**config.mk**
```make
export PLATFORM = sky130hd
export DESIGN_NAME = mem_bus_ctrl
export DESIGN_NICKNAME = d
export VERILOG_FILES = /design/src/rtl/mem_bus_ctrl.sv
export SDC_FILE = /design/constraint.sdc
export NUM_CORES = 1
export LEC_CHECK = 0
export ABC_AREA = 0
export CORE_UTILIZATION = 48
export DETAILED_ROUTE_END_ITERATION = 7
export PLACE_DENSITY = 0.87
export SLEW_MARGIN = 20
export SYNTH_ARGS = -nofsm -noshare
export SYNTH_HDL_FRONTEND = slang
export SYNTH_SLANG_ARGS = --single-unit
export TNS_END_PERCENT = 5
```
**constraint.sdc**
```tcl
create_clock -name clk -period 6 [get_ports clk]
set_input_delay 0.9 -clock clk [delete_from_list [all_inputs] [get_ports clk]]
set_output_delay 0.9 -clock clk [all_outputs]
set_load 0.05 [all_outputs]
```
**src/rtl/mem_bus_ctrl.sv**
```systemverilog
// mem_bus_ctrl: bridges a processor load/store request onto a single-port
// 32-bit data BRAM. Sub-word stores are done as read-modify-write, sub-word
// loads are lane-selected and sign/zero extended. Illegal or out-of-range
// accesses complete immediately with err set and never touch the BRAM.
module mem_bus_ctrl #(
    parameter int DEPTH = 750,
    parameter int AW    = 12
) (
    input  logic          clk,
    input  logic          rst,
    input  logic          req,
    input  logic          we,
    input  logic [1:0]    size,
    input  logic          sign,
    input  logic [31:0]   addr,
    input  logic [31:0]   wdata,
    output logic [31:0]   rdata,
    output logic          done,
    output logic          err,
    output logic          busy,
    output logic          mem_en,
    output logic          mem_wen,
    output logic [AW-1:0] mem_addr,
    output logic [31:0]   mem_wr_data,
    input  logic [31:0]   mem_rd
);

    localparam logic [1:0] SZ_BYTE = 2'b00;
    localparam logic [1:0] SZ_HALF = 2'b01;
    localparam logic [1:0] SZ_WORD = 2'b10;
    localparam logic [1:0] SZ_ILL  = 2'b11;

    localparam logic [31:0] DEPTH_W = 32'(DEPTH);

    typedef enum logic [1:0] {
        IDLE = 2'd0,
        RD   = 2'd1,
        WR   = 2'd2,
        RESP = 2'd3
    } state_t;

    state_t          state_q, state_d;
    logic            we_q, we_d;
    logic [1:0]      size_q, size_d;
    logic            sign_q, sign_d;
    logic [1:0]      lane_q, lane_d;
    logic [AW-1:0]   widx_q, widx_d;
    logic [31:0]     wword_q, wword_d;
    logic [31:0]     rdata_q, rdata_d;
    logic            err_q, err_d;

    logic [31:0]     req_widx;
    logic            acc_err;
    logic            unused_addr_hi;

    // Replace only the addressed lanes of the old word with the store data.
    function automatic logic [31:0] merge_lanes(input logic [31:0] old_w,
                                                input logic [31:0] wd,
                                                input logic [1:0]  sz,
                                                input logic [1:0]  lane);
        logic [31:0] res;
        res = old_w;
        case (sz)
            SZ_BYTE: res[{lane, 3'b000} +: 8] = wd[7:0];
            SZ_HALF: begin
                if (lane[1]) res[31:16] = wd[15:0];
                else         res[15:0]  = wd[15:0];
            end
            default: res = wd;
        endcase
        return res;
    endfunction

    // Select the addressed lanes of a read word and extend them to 32 bits.
    function automatic logic [31:0] extract_lanes(input logic [31:0] rd_w,
                                                  input logic [1:0]  sz,
                                                  input logic        sgn,
                                                  input logic [1:0]  lane);
        logic [7:0]  b;
        logic [15:0] h;
        logic [31:0] res;
        b = rd_w[{lane, 3'b000} +: 8];
        h = lane[1] ? rd_w[31:16] : rd_w[15:0];
        case (sz)
            SZ_BYTE: res = sgn ? {{24{b[7]}}, b} : {24'h0, b};
            SZ_HALF: res = sgn ? {{16{h[15]}}, h} : {16'h0, h};
            default: res = rd_w;
        endcase
        return res;
    endfunction

    // Address bits above the BRAM word index are deliberately ignored.
    assign unused_addr_hi = &{1'b0, addr[31:AW+2]};

    // Classify the incoming request: illegal size, misalignment or out of range.
    always_comb begin
        req_widx = 32'(addr[AW+1:2]);
        acc_err  = 1'b0;
        if (size == SZ_ILL)                          acc_err = 1'b1;
        if (size == SZ_HALF && addr[0])              acc_err = 1'b1;
        if (size == SZ_WORD && addr[1:0] != 2'b00)   acc_err = 1'b1;
        if (req_widx >= DEPTH_W)                     acc_err = 1'b1;
    end

    // Next-state logic plus capture of request fields and results.
    always_comb begin
        state_d = state_q;
        we_d    = we_q;
        size_d  = size_q;
        sign_d  = sign_q;
        lane_d  = lane_q;
        widx_d  = widx_q;
        wword_d = wword_q;
        rdata_d = rdata_q;
        err_d   = err_q;
        case (state_q)
            IDLE: begin
                if (req) begin
                    we_d    = we;
                    size_d  = size;
                    sign_d  = sign;
                    lane_d  = addr[1:0];
                    widx_d  = addr[AW+1:2];
                    wword_d = wdata;
                    if (acc_err) begin
                        err_d   = 1'b1;
                        state_d = RESP;
                    end else if (we && size == SZ_WORD) begin
                        state_d = WR;
                    end else begin
                        state_d = RD;
                    end
                end
            end
            RD: begin
                if (we_q) begin
                    // Sub-word store: fold the new lanes into the word just read.
                    wword_d = merge_lanes(mem_rd, wword_q, size_q, lane_q);
                    state_d = WR;
                end else begin
                    rdata_d = extract_lanes(mem_rd, size_q, sign_q, lane_q);
                    err_d   = 1'b0;
                    state_d = RESP;
                end
            end
            WR: begin
                err_d   = 1'b0;
                state_d = RESP;
            end
            RESP: state_d = IDLE;
            default: state_d = IDLE;
        endcase
    end

    // Control state and result registers; reset aborts any access in flight.
    always_ff @(posedge clk) begin
        if (!rst) begin
            state_q <= IDLE;
            rdata_q <= 32'h0;
            err_q   <= 1'b0;
        end else begin
            state_q <= state_d;
            rdata_q <= rdata_d;
            err_q   <= err_d;
        end
    end

    // Request fields are only consumed outside IDLE, so they need no reset.
    always_ff @(posedge clk) begin
        we_q    <= we_d;
        size_q  <= size_d;
        sign_q  <= sign_d;
        lane_q  <= lane_d;
        widx_q  <= widx_d;
        wword_q <= wword_d;
    end

    // Bus outputs decode directly from the state; write enable is masked by reset.
    always_comb begin
        busy        = (state_q != IDLE);
        done        = (state_q == RESP);
        mem_en      = (state_q == RD) || (state_q == WR);
        mem_wen     = (state_q == WR) && rst;
        mem_addr    = mem_en ? widx_q : '0;
        mem_wr_data = (state_q == WR) ? wword_q : 32'h0;
        rdata       = rdata_q;
        err         = err_q;
    end

endmodule

```
==> results.md <==
- Crit path time final: 3.566 ns
- Most frequent cell on the critical path: clkdlybuf4s50_1
- Tot GR Track Use: 29.88%
- Per-cell routed wire length: 19.37 µm
- M1 GR Usage: 39.23%
- Commonest non-fill, non-tap cell in the layout: clkdlybuf4s50_1
- CP max-delay cell: clkdlybuf4s50_1
- Diodes inserted: 0
- Root Buffer: clkbuf_8
- Layout cells sized above 1: 9.400%
- Initial antenna violation count: 0
- Die height: 100.5 µm
- Post-route ant nets: 0
- DP HPWL: 10.65 mm
- DP Worst Slack: 1.894 ns
- Worst-path clk slew: 0.08 ns
- Die span in x: 100.5 µm
- Gr ovfl total: 0
- TritonCTS clock tree: done
- Area delta synth->final: 40.59%
- Met2 GRT Util: 46.63%
- Met3 GRT Util: 5.825%
- Synth async-reset ratio: 0%
- Reg2reg path depth: 8
- DRC viols: 0
- Post-synth top flop: edfxtp_1
- Syn. warnings: 0
- Top cell type's share of synthesized area: 32.21%
- Post-CTS Setup Bufs: 0
- Fmax: 280.5 MHz
- Clock Path Buffers: 2
- Hold buffer count at CTS: 0
- Slowest stage delay, CP: 0.80 ns
- Mapped cell area: 4661 µm²
- Number of max-cap violations: 0
- Worst setup path startpoint: rst
- DRT Pass-1 Iters: 5
- Crit path required time: 5.10 ns
- Mapped Avg Cell Area: 10.07 µm²
- Total core area: 9328 µm²
- Hold depth: 2
- CTS Sinks: 85
- Boundary Pins: 184
- Fillers: 731
- Synth area leader: edfxtp_1
- Layer with the highest usage: met2
- Num rows: 35
- Final period util: 59.43%
- #FFs+latches synth: 85
- Post-layout util: 70.25%
- Area contributors post-synth: edfxtp_1 32%, dfxtp_1 15%, and2_1 6.4%
- Setup Skew: 0.01738 ns
- Vias in the first global route: 4297
- Leakage: 2.373 nW
- Via count: 4371
- Post-synth EDFFs: 50
- Via/cell ratio: 5.859
- Unique cell type count in the Yosys netlist: 47
- Post-CTS Resized: 0
- IO Port Bufs: 165
- Final worst slack: 2.434 ns
- Commonest non-fill, non-tap cells in the layout: 165 x clkdlybuf4s50_1, 50 x edfxtp_1, 48 x and2_1
- Critical Path Sink: mem_wen
- Synth Net Count: 576
- Crit start category: input pin
- Setup violators final: 0
- Clock latency on the worst-skew pair: 0.37 ns
- Largest net degree at the start of global routing: 47
- Crit. End Element: output port
- Fin cells: 746
- Post-Route Setup TNS: 0 ns
- Total die area: 10110 µm²
- Total CTS buffers: 9
- Peak VDD IR: 0.4117 mV
- First-pass GRT wire length: 22.76 mm
- Status: finished, final reports clean
- RSZ-0062 raised after global routing: no
- CP Class: in2out
- Reg2reg start: state_q[1]
- R2R setup slack: 2.52 ns
- Final slew viol count: 0
- Cells after DPL: 730
- Wirelength, routed: 14.45 mm
- Critical R2R Capture: wword_q[7]
- Register area share after synthesis: 47.25%
- Mapped Cells: 463
- H-tree depth: 3
- Initial DRC count: 357
- Worst Path Max Fanout: 37
- Initial core utilization: 49.97%
- Gpl congestion: 0.9784
- Fin. Hold Viols: 0
- Crit path DAT: 2.67 ns
- Power per cell area: 508.9 nW/µm²
- Layout Nets: 725
- Crit path cell chain: clkdlybuf4s50_1 -> buf_4 -> and2_1 -> clkdlybuf4s50_1
- Hold Path Class: reg2reg
- Slew margin rel.: 43.03%
- Slew @ Worst Pin: 0.8546 ns
-- sequential cells by signal, indices dropped and copies added (netlist names) --
signal   count
rdata       32
lane_q       2
err          1
wword_q     32
we_q         1
sign_q       1
widx_q      12
state_q      2
size_q       2
-- through the flow --
step	power (mW)	area (µm²)	hold slack, ns
6_report	3.334	6553	0.4675
5_1_grt	3.501	6553	0.5025
4_1_cts	3.332	6553	0.4686
3_5_place_dp	2.948	6374	0.4560
3_3_place_gp	2.893	6374	0.4492
2_1_floorplan	2.330	4661	0.6119
-- critical path, delay by kind of cell --
kind,cells,cell delay [ns]
buffers and inverters,3,1.56
AND/OR/NAND/NOR,1,0.18
-- kinds of logic after synthesis --
kind of cell	after synthesis	share of synthesized area, %
AND/OR/NAND/NOR	160	17.93
buffers and inverters	42	3.893
AO/OA/AOI/OAI	131	20.30
adder cells (fa/ha/maj)	10	2.685
multiplexers	35	7.946
flip-flops	85	47.25
-- layer usage --
| layer | part of all wire, % | routed length, µm |
|---|---|---|
| met1 | 39 | 5653 |
| met2 | 46 | 6702 |
| met3 | 10 | 1448 |
| met4 | 4.5 | 646 |
| met5 | 0 | 0 |
-- Yosys cell counts, types with 2 or more instances --
cell type and count:
mux2i_1 19, mux2_2 16, a22o_1 2, nand2b_1 7
nor4_4 2, a31oi_1 4, inv_2 2, nor3_1 3
and2_1 48, a21oi_2 10, buf_6 2, inv_1 6
nand2_1 38, edfxtp_1 50, o211ai_1 10, o2bb2ai_1 4
buf_2 4, nor2_1 45, dfxtp_1 35, o21ai_0 26
a221oi_1 29, or3_1 2, clkbuf_1 25, nand3b_1 9
a21oi_1 33, a21o_1 2, ha_1 10
-- final cells by class --
type / instances / area [µm²] / share of cell area (%)
Multi-Input combinational cell: 336 / 2280 / 34.79
Sequential cell: 85 / 2202 / 33.61
Timing Repair Buffer: 171 / 1697 / 25.89
Tap cell: 129 / 161.4 / 2.463
Clock buffer: 9 / 123.9 / 1.890
Clock inverter: 7 / 55.05 / 0.8402
Inverter: 9 / 33.78 / 0.5156
-- power by group --
group	leakage [nW]	total, mW	switching [mW]	internal, mW
combinational	1.52	1.92	1.27	0.642
sequential	0.759	1.04	0.131	0.904
clock	0.0919	0.382	0.227	0.155
total	2.37	3.33	1.63	1.70
-- how the worst min path moves through the flow --
stage                        to       start  slack (ns)
floorplan           wword_q[10]  wword_q[2]        0.61
global placement            err         err        0.45
detailed placement          err         err        0.46
CTS                         err         err        0.47
global route                err         err        0.50
finish                      err         err        0.47
No activity file was read; power rests on OpenSTA's default activity.
